<file path="src/rtl/router_in_port_if.sv">
// Router input-port bus: groups the node-side byte handshake
// (put_in/payload_in/free_out) and the crossbar-side packet handshake
// (pkt_out/dest_out/pkt_valid/pkt_ready), plus the occupancy and
// overflow status outputs.
//   slave  : used by the router input port (receives bytes, offers packets)
//   master : used by the node/crossbar side (drives bytes, consumes packets)
interface router_in_port_if #(
  parameter int DEPTH = 4
);
  logic                       put_in;
  logic [7:0]                 payload_in;
  logic                       free_out;
  logic [31:0]                pkt_out;
  logic [3:0]                 dest_out;
  logic                       pkt_valid;
  logic                       pkt_ready;
  logic [$clog2(DEPTH):0]     occupancy;
  logic                       overflow;

  modport slave (
    input  put_in, payload_in, pkt_ready,
    output free_out, pkt_out, dest_out, pkt_valid, occupancy, overflow
  );

  modport master (
    output put_in, payload_in, pkt_ready,
    input  free_out, pkt_out, dest_out, pkt_valid, occupancy, overflow
  );
endinterface

</file>
<file path="src/rtl/router_in_port.sv">
// Router receive stage for one node-facing port. Reassembles 32-bit packets
// from four MSB-first byte transfers, stores up to DEPTH complete packets in
// a FIFO and offers the head packet with its destination ([27:24]) to the
// crossbar over a valid/ready handshake.
// Ports:
//   clock   : system clock, rising edge
//   reset_n : asynchronous active-low reset
//   bus     : router_in_port_if.slave (byte input, packet output, status)
module router_in_port #(
  parameter int DEPTH = 4
) (
  input  logic             clock,
  input  logic             reset_n,
  router_in_port_if.slave  bus
);

  localparam int PW = $clog2(DEPTH);
  localparam int OW = PW + 1;
  localparam logic [OW-1:0] FULL_OCC = OW'(DEPTH);

  typedef enum logic [1:0] {
    ST_IDLE = 2'd0,
    ST_RECV = 2'd1,
    ST_DROP = 2'd2
  } state_t;

  state_t          state_q, state_d;
  logic [1:0]      byte_cnt_q, byte_cnt_d;
  logic [31:8]     asm_q, asm_d;
  logic            overflow_q, overflow_d;
  logic [PW-1:0]   wr_ptr_q, wr_ptr_d;
  logic [PW-1:0]   rd_ptr_q, rd_ptr_d;
  logic [OW-1:0]   occ_q, occ_d;
  logic [31:0]     mem_q [DEPTH];

  logic            full_s;
  logic            push_s;
  logic            pop_s;

  assign full_s = (occ_q == FULL_OCC);
  assign pop_s  = (occ_q != {OW{1'b0}}) && bus.pkt_ready;

  // Packet assembly FSM next-state: space is checked only at the first byte,
  // so a packet that starts is guaranteed a slot when its 4th byte arrives.
  always_comb begin
    state_d    = state_q;
    byte_cnt_d = byte_cnt_q;
    asm_d      = asm_q;
    overflow_d = 1'b0;
    push_s     = 1'b0;
    case (state_q)
      ST_IDLE: begin
        if (bus.put_in) begin
          byte_cnt_d = 2'd1;
          if (!full_s) begin
            asm_d[31:24] = bus.payload_in;
            state_d      = ST_RECV;
          end else begin
            overflow_d = 1'b1;
            state_d    = ST_DROP;
          end
        end else begin
          state_d = ST_IDLE;
        end
      end
      ST_RECV: begin
        if (bus.put_in) begin
          // Counter wraps 3 -> 0 on the final byte.
          byte_cnt_d = byte_cnt_q + 2'd1;
          case (byte_cnt_q)
            2'd1: asm_d[23:16] = bus.payload_in;
            2'd2: asm_d[15:8]  = bus.payload_in;
            2'd3: begin
              push_s  = 1'b1;
              state_d = ST_IDLE;
            end
            default: begin
              byte_cnt_d = 2'd0;
              state_d    = ST_IDLE;
            end
          endcase
        end else begin
          state_d = ST_RECV;
        end
      end
      ST_DROP: begin
        if (bus.put_in) begin
          byte_cnt_d = byte_cnt_q + 2'd1;
          if (byte_cnt_q == 2'd3) begin
            state_d = ST_IDLE;
          end else begin
            state_d = ST_DROP;
          end
        end else begin
          state_d = ST_DROP;
        end
      end
      default: begin
        state_d    = ST_IDLE;
        byte_cnt_d = 2'd0;
      end
    endcase
  end

  // FIFO pointer / occupancy next-state; pointers wrap since DEPTH is 2^PW.
  always_comb begin
    wr_ptr_d = wr_ptr_q;
    rd_ptr_d = rd_ptr_q;
    occ_d    = occ_q;
    if (push_s) begin
      wr_ptr_d = wr_ptr_q + PW'(1);
    end else begin
      wr_ptr_d = wr_ptr_q;
    end
    if (pop_s) begin
      rd_ptr_d = rd_ptr_q + PW'(1);
    end else begin
      rd_ptr_d = rd_ptr_q;
    end
    case ({push_s, pop_s})
      2'b10:   occ_d = occ_q + OW'(1);
      2'b01:   occ_d = occ_q - OW'(1);
      default: occ_d = occ_q;
    endcase
  end

  // Control state registers with asynchronous reset.
  always_ff @(posedge clock or negedge reset_n) begin
    if (!reset_n) begin
      state_q    <= ST_IDLE;
      byte_cnt_q <= 2'd0;
      asm_q      <= 24'd0;
      overflow_q <= 1'b0;
      wr_ptr_q   <= {PW{1'b0}};
      rd_ptr_q   <= {PW{1'b0}};
      occ_q      <= {OW{1'b0}};
    end else begin
      state_q    <= state_d;
      byte_cnt_q <= byte_cnt_d;
      asm_q      <= asm_d;
      overflow_q <= overflow_d;
      wr_ptr_q   <= wr_ptr_d;
      rd_ptr_q   <= rd_ptr_d;
      occ_q      <= occ_d;
    end
  end

  // Packet storage; contents are qualified by occupancy so need no reset.
  always_ff @(posedge clock) begin
    if (push_s) begin
      mem_q[wr_ptr_q] <= {asm_q, bus.payload_in};
    end
  end

  assign bus.free_out  = (state_q == ST_IDLE) && !full_s;
  assign bus.pkt_out   = mem_q[rd_ptr_q];
  assign bus.dest_out  = mem_q[rd_ptr_q][27:24];
  assign bus.pkt_valid = (occ_q != {OW{1'b0}});
  assign bus.occupancy = occ_q;
  assign bus.overflow  = overflow_q;

endmodule
</file>
<file path="src/flat_wrapper.sv">
// flat-port wrapper written by rule: the top's interface ports become plain ports
module router_in_port_flat 
#(
  parameter int DEPTH = 4
)
  (clock, reset_n, bus_put_in, bus_payload_in, bus_pkt_ready, bus_free_out, bus_pkt_out, bus_dest_out, bus_pkt_valid, bus_occupancy, bus_overflow);
  router_in_port_if #(.DEPTH(DEPTH)) bus_i ();
  input  logic clock;
  input  logic reset_n;
  input wire logic [$bits(bus_i.put_in)-1:0] bus_put_in;
  input wire logic [$bits(bus_i.payload_in)-1:0] bus_payload_in;
  input wire logic [$bits(bus_i.pkt_ready)-1:0] bus_pkt_ready;
  output wire logic [$bits(bus_i.free_out)-1:0] bus_free_out;
  output wire logic [$bits(bus_i.pkt_out)-1:0] bus_pkt_out;
  output wire logic [$bits(bus_i.dest_out)-1:0] bus_dest_out;
  output wire logic [$bits(bus_i.pkt_valid)-1:0] bus_pkt_valid;
  output wire logic [$bits(bus_i.occupancy)-1:0] bus_occupancy;
  output wire logic [$bits(bus_i.overflow)-1:0] bus_overflow;
  assign bus_i.put_in = bus_put_in;
  assign bus_i.payload_in = bus_payload_in;
  assign bus_i.pkt_ready = bus_pkt_ready;
  assign bus_free_out = bus_i.free_out;
  assign bus_pkt_out = bus_i.pkt_out;
  assign bus_dest_out = bus_i.dest_out;
  assign bus_pkt_valid = bus_i.pkt_valid;
  assign bus_occupancy = bus_i.occupancy;
  assign bus_overflow = bus_i.overflow;
  router_in_port #(.DEPTH(DEPTH)) u_core (.clock(clock), .reset_n(reset_n), .bus(bus_i));
endmodule
</file>
<file path="config.mk">
export PLATFORM = sky130hd
export DESIGN_NAME = router_in_port_flat
export DESIGN_NICKNAME = d
export VERILOG_FILES = /design/src/rtl/router_in_port_if.sv /design/src/rtl/router_in_port.sv /design/src/flat_wrapper.sv
export SDC_FILE = /design/constraint.sdc
export NUM_CORES = 1
export LEC_CHECK = 0
export CAP_MARGIN = 20
export CORE_ASPECT_RATIO = 0.8
export CORE_UTILIZATION = 61
export CTS_CLUSTER_SIZE = 24
export DETAILED_ROUTE_END_ITERATION = 12
export PLACE_DENSITY_LB_ADDON = 0.08
export SYNTH_ARGS = -nofsm -noshare
export SYNTH_HDL_FRONTEND = slang
export SYNTH_SLANG_ARGS = --single-unit
</file>
<file path="constraint.sdc">
create_clock -name clock -period 4.05 [get_ports clock]
set_input_delay 0.6075 -clock clock [delete_from_list [all_inputs] [get_ports clock]]
set_output_delay 0.6075 -clock clock [all_outputs]
set_load 0.1 [all_outputs]
</file>
==> impl_metrics.ini, run 1 <==
[placement]
port-buffer-count = 53
gp_congestion = 0.723
dp.final_hpwl_um = 6030
placement.cell_area_sq_mm = 0.00683

[status]
outcome = finished, final reports clean

[timing]
grt_setup_unrepaired = no
timing_hold_violations_final = 0
final-setup-viol-count = 0
min_period_ps = 2950
fin_setup_tns_ps = 0
finalClockSkew_ps = 6.49
timing_max_transition_violations_final = 0
fmax_mhz = 338
finalHoldWorstSlack_ps = 309
timing.final.crit_share_pct = 73.0
timing.slew.headroom_pct = 35.2
worst_slew_pin_slew_ps = 969

[synth]
synth_area_per_cell_sq_um = 21.4
share_of_synthesized_cell_area_in_and_or_nand_and_nor_gates_pct = 2.39
synth.yosys.warnings = 0
yosys.area_share.adder_pct = 1.91
yosysUniqueCellTypes = 33
count_of_state_elements_after_synthesis = 164
share_of_cell_area_taken_by_muxes_after_synthesis_pct = 16.0
post_synth_inst_count = 293
synth_xor_area_share_pct = 0.837
synth_compound_gate_area_share_pct = 1.06
synth_seq_area_share_pct = 75.6
netlist_area_sq_mm = 0.00627
synth_top_family_by_area = multiplexers
postSynthNetCount = 314

[global_route]
pin_count_of_the_biggest_net_entering_global_routing = 37
overflow = 0
grt_first_pass_wirelength_um = 16400
antenna_found_initial = 0
global_route.usage.total_pct = 22.7
first_global_vias = 2903

[route]
route.vias.total = 2870
antenna_left = 0
count_of_unresolved_drc_violations_after_routing = 0
viasPerCell = 5.67
detail_route.wl_per_cell_um = 21.1
totalWireLength_um = 10700
drt-initial-drc-count = 201
detailedRoute.firstPassIterationCount = 5

[cells_and_area]
diode_insertion_count_for_antenna_repair = 0
most-common-layout-cells = 128 x edfxtp_1, 43 x buf_4, 35 x dfrtp_1
layout.cells.most_common = edfxtp_1
fin_area_sq_mm = 0.00736
share_of_final_layout_standard_cells_stronger_than_drive_strength_1_pct = 37.6
area_growth_syn_to_layout_pct = 17.3
finalNetCount = 378

[floorplan]
placement_rows = 32
design.portCount = 54
die-height_um = 92.7
chipWidth_um = 115
placeable_area_sq_mm = 0.00981
initial_utilization_pct = 64.0
die-area_sq_mm = 0.0107

[worst_setup_path]
critPathTopFamily = buffers and inverters
r2r_slack_ps = 1970
path_max_fanout = 6
crit_required_ps = 3440
worstPathCellList = nor3b_1 -> nor3_1 -> clkdlybuf4s50_1
startpoint_types = flop
worst-endpoint-arrival_ps = 2350
max_stage_delay_ps = 1160
worstPathBufferInverterCount = 1
rr_startpoint = u_core.byte_cnt_q[0]
worstSetupStartpoint = u_core.bus.occupancy[2]
timing.critical_path.slowest_stage_cell = clkdlybuf4s50_1
crit_path_end_kind = primary output
path_class = reg2out

[hold_path]
hp-class = in2async

[clock_network]
postCtsHoldBufs = 0
cts.repair_timing.setup_buffer_count = 0
cts_resized = 0
cts.reportedPaths.clkPinSlew_ps = 60
cts_root_buf = clkbuf_16
cts_inserted_buffers = 17
tritoncts_clock_tree = yes
cts_max_path_bufs = 2
cts.sink_count = 164
worst_skew_pair.late_latency_ps = 420
ctsHtreeMaxLevel = 4

[job]
drv_cap = 0
## synthesized netlist by cell type (all sizes together)
library cell  count  area (sq um)
a21o              1          7.51
a21oi             3          15.0
a311oi            1          8.76
and2              4          25.0
and3              1          6.26
and3b             1          8.76
buf              13          97.6
clkbuf            2          7.51
dfrtp            36           901
edfxtp          128          3840
fa                1          20.0
ha                8           100
inv               9          33.8
mux2             25           282
mux4             32           721
nand2             7          31.3
nand3             2          22.5
nand3b            1          7.51
nor2              2          7.51
nor3              1          5.00
nor3b             2          20.0
o211a             1          10.0
o21ai             3          15.0
o31a              1          10.0
or3               1          7.51
or3b              1          8.76
xnor2             3          26.3
xor2              3          26.3
## metrics by stage
step / std cells / setup WS, ps / util [%]
floorplan: 293 / 229 / -
global placement: 474 / 1220 / 69.6
detailed placement: 474 / 1120 / 69.6
CTS: 506 / 1080 / 75.1
global route: 506 / 1010 / 75.1
finish: 506 / 1100 / 75.1
## metal layers
metal	wire length, um	track usage, %
met4	181	7.79
met3	473	7.07
met2	5310	36.0
met5	0	0
met1	4710	30.1
## registers in the layout (all words and copies together), names as in the netlist
name                  flops
u_core.rd_ptr_q           2
u_core.bus.overflow       1
u_core.mem_q            128
u_core.state_q            2
u_core.bus.occupancy      3
u_core.asm_q             24
u_core.byte_cnt_q         2
u_core.wr_ptr_q           2
## cell families after synthesis
kind of cell,Yosys count
fa+ha+maj,9
xor+xnor,6
compound gates,10
mux,57
simple gates,23
buf+inv,24
flops,164
## final cells by class
class                           instances  area, sq um
Sequential cell                       164         4750
Multi-Input combinational cell        105         1390
Fill cell                             601         2450
Clock buffer                           18          429
Timing Repair Buffer                   60          488
Inverter                                9         33.8
Clock inverter                         14          104
Tap cell                              136          170
## final timing paths
path,endpoint,depth (start not counted)
hold reg to reg,u_core.mem_q[3][17],0
setup reg to reg,u_core.bus.occupancy[2],10
hold / removal,u_core.byte_cnt_q[0],1
min in group clock,u_core.mem_q[3][17],0
setup / recovery,bus_free_out,3
max in group asynchronous,u_core.rd_ptr_q[0],1
Power of run 1 is left out: the tool's default activity adds up to more than one toggle a clock period on the data nets, which glitch-free logic cannot reach.
==> run 2, diff against run 1 <==
--- a/config.mk
+++ b/config.mk
@@ -7,7 +7,7 @@
 export LEC_CHECK = 0
 export CAP_MARGIN = 20
 export CORE_ASPECT_RATIO = 0.8
-export CORE_UTILIZATION = 61
+export CORE_UTILIZATION = 57
 export CTS_CLUSTER_SIZE = 24
 export DETAILED_ROUTE_END_ITERATION = 12
 export PLACE_DENSITY_LB_ADDON = 0.08
==> constraint.sdc (replaced) <==
create_clock -name clock -period 3 [get_ports clock]
set_input_delay 0.45 -clock clock [delete_from_list [all_inputs] [get_ports clock]]
set_output_delay 0.45 -clock clock [all_outputs]
set_load 0.1 [all_outputs]
==> run 2 against run 1 <==
- flip-flop and latch count stayed put
- via count rose by 1.3%
- first-iteration DRC count fell by 2.0%
- critical path depth unchanged
- register-to-register slack got worse by 1100 ps
- hold slack got worse by 140 ps
- sequential share of layout area shrank 4.1 points
==> impl_metrics.ini, run 2 (synthesis results as in run 1) <==
[cells_and_area]
top_register = u_core.mem_q
seq_area_sq_mm = 0.00475
num-fill-cells = 595
most-common-layout-cells = 128 x edfxtp_1, 36 x buf_12, 35 x dfrtp_1
multi_input_area_sq_mm = 0.00140
final_cells = 512
finalNetCount = 380
share_of_final_layout_standard_cells_stronger_than_drive_strength_1_pct = 38.4
largest_register_ffs = 128
diode_insertion_count_for_antenna_repair = 0
area_growth_syn_to_layout_pct = 25.3
post-route-util_pct = 74.9
layout.cells.most_common = edfxtp_1

[timing]
timing_hold_violations_final = 0
timing_max_transition_violations_final = 0
timing.slew.headroom_pct = 39.3
timing.final.crit_share_pct = 89.1
min_period_ps = 2670
fin_setup_tns_ps = 0
final-setup-viol-count = 0
fmax_mhz = 374
grt_setup_unrepaired = no
finalClockSkew_ps = 11.8
worst_slew_pin_slew_ps = 910

[route]
totalWireLength_um = 11100
antenna_left = 0
count_of_unresolved_drc_violations_after_routing = 0
detailedRoute.firstPassIterationCount = 4
route.vias.total = 2906
drt-initial-drc-count = 197
detail_route.wl_per_cell_um = 21.6
viasPerCell = 5.68

[global_route]
global_route.usage.total_pct = 21.3
first_global_vias = 3015
antenna_found_initial = 0
overflow = 0
grt_first_pass_wirelength_um = 16900
pin_count_of_the_biggest_net_entering_global_routing = 37

[worst_setup_path]
r2r_cells = 8
r2r_slack_ps = 850
crit_path_end_kind = primary output
path_max_fanout = 16
rr_startpoint = u_core.byte_cnt_q[0]
crit_required_ps = 2550
reg2reg_to = u_core.bus.occupancy[1]
worst-endpoint-arrival_ps = 2220
startpoint_types = flop
path_class = reg2out

[floorplan]
initial_utilization_pct = 59.8
chipWidth_um = 119
placement_rows = 33
placeable_area_sq_mm = 0.0105
die-area_sq_mm = 0.0114
die-height_um = 95.8
design.portCount = 54

[hold_path]
hp-class = in2async

[placement]
port-buffer-count = 53
gp_congestion = 0.709
dp.final_hpwl_um = 6470
placed_cells_incl_taps = 480

[clock_network]
cts_root_buf = clkbuf_16
tritoncts_clock_tree = yes
ctsHtreeMaxLevel = 4
postCtsHoldBufs = 0
cts.repair_timing.setup_buffer_count = 0
cts_max_path_bufs = 2
cts.sink_count = 164
cts.reportedPaths.clkPinSlew_ps = 60
cts_inserted_buffers = 17
cts_resized = 0
worst_skew_pair.late_latency_ps = 410

[job]
drv_cap = 0

[status]
outcome = finished, final reports clean
run 2: worst max-delay path by stage:
stage / start / depth (start not counted) / slack (ps) / end
after floorplan: u_core.bus.occupancy[1] / 2 / 180 / bus_free_out
after global placement: bus_put_in / 5 / 620 / u_core.mem_q[1][20]
after detailed placement: bus_put_in / 8 / 530 / u_core.bus.occupancy[1]
after CTS: u_core.rd_ptr_q[0] / 3 / 280 / bus_pkt_out[2]
after global routing: u_core.rd_ptr_q[0] / 3 / 210 / bus_pkt_out[2]
final: u_core.rd_ptr_q[0] / 3 / 330 / bus_pkt_out[2]
run 2: metrics by stage:
| step | setup WS [ps] | instance area (sq um) | hold slack, ps |
|---|---|---|---|
| 2_1_floorplan | 183 | 6280 | 154 |
| 3_3_place_gp | 618 | 7290 | 487 |
| 3_5_place_dp | 529 | 7290 | 504 |
| 4_1_cts | 275 | 7860 | 189 |
| 5_1_grt | 208 | 7860 | 229 |
| 6_report | 326 | 7860 | 173 |
run 2: layout make-up:
type / count / share of cell area [%]
tap: 140 / 2.23
timing repair buffer: 62 / 11.9
clock buffer: 23 / 5.95
clock inverter: 9 / 1.31
sequential: 164 / 60.4
multi-input combinational: 105 / 17.8
inverter: 9 / 0.430
run 2: critical path: stages (launching register included):
cell and delay (ps):
dfrtp_2 600, buf_4 390, mux4_2 610, buf_12 200
run 2: metal layers:
| metal | track usage (%) | vias up | routed length (um) |
|---|---|---|---|
| met5 | 0 | - | 0 |
| met3 | 5.04 | 7 | 568 |
| li1 | - | 1290 | - |
| met1 | 27.7 | 1527 | 4750 |
| met4 | 8.13 | 0 | 74 |
| met2 | 35.7 | 82 | 5680 |
Power of run 2 is left out for the same reason.
==> run 3, diff against run 2 <==
--- a/config.mk
+++ b/config.mk
@@ -11,6 +11,7 @@
 export CTS_CLUSTER_SIZE = 24
 export DETAILED_ROUTE_END_ITERATION = 12
 export PLACE_DENSITY_LB_ADDON = 0.08
+export SKIP_CTS_REPAIR_TIMING = 1
 export SYNTH_ARGS = -nofsm -noshare
 export SYNTH_HDL_FRONTEND = slang
 export SYNTH_SLANG_ARGS = --single-unit
==> results of run 3 <==
The final DEF is identical to that of run 2; final timing and power are the same.
Power of run 3 is left out for the same reason.
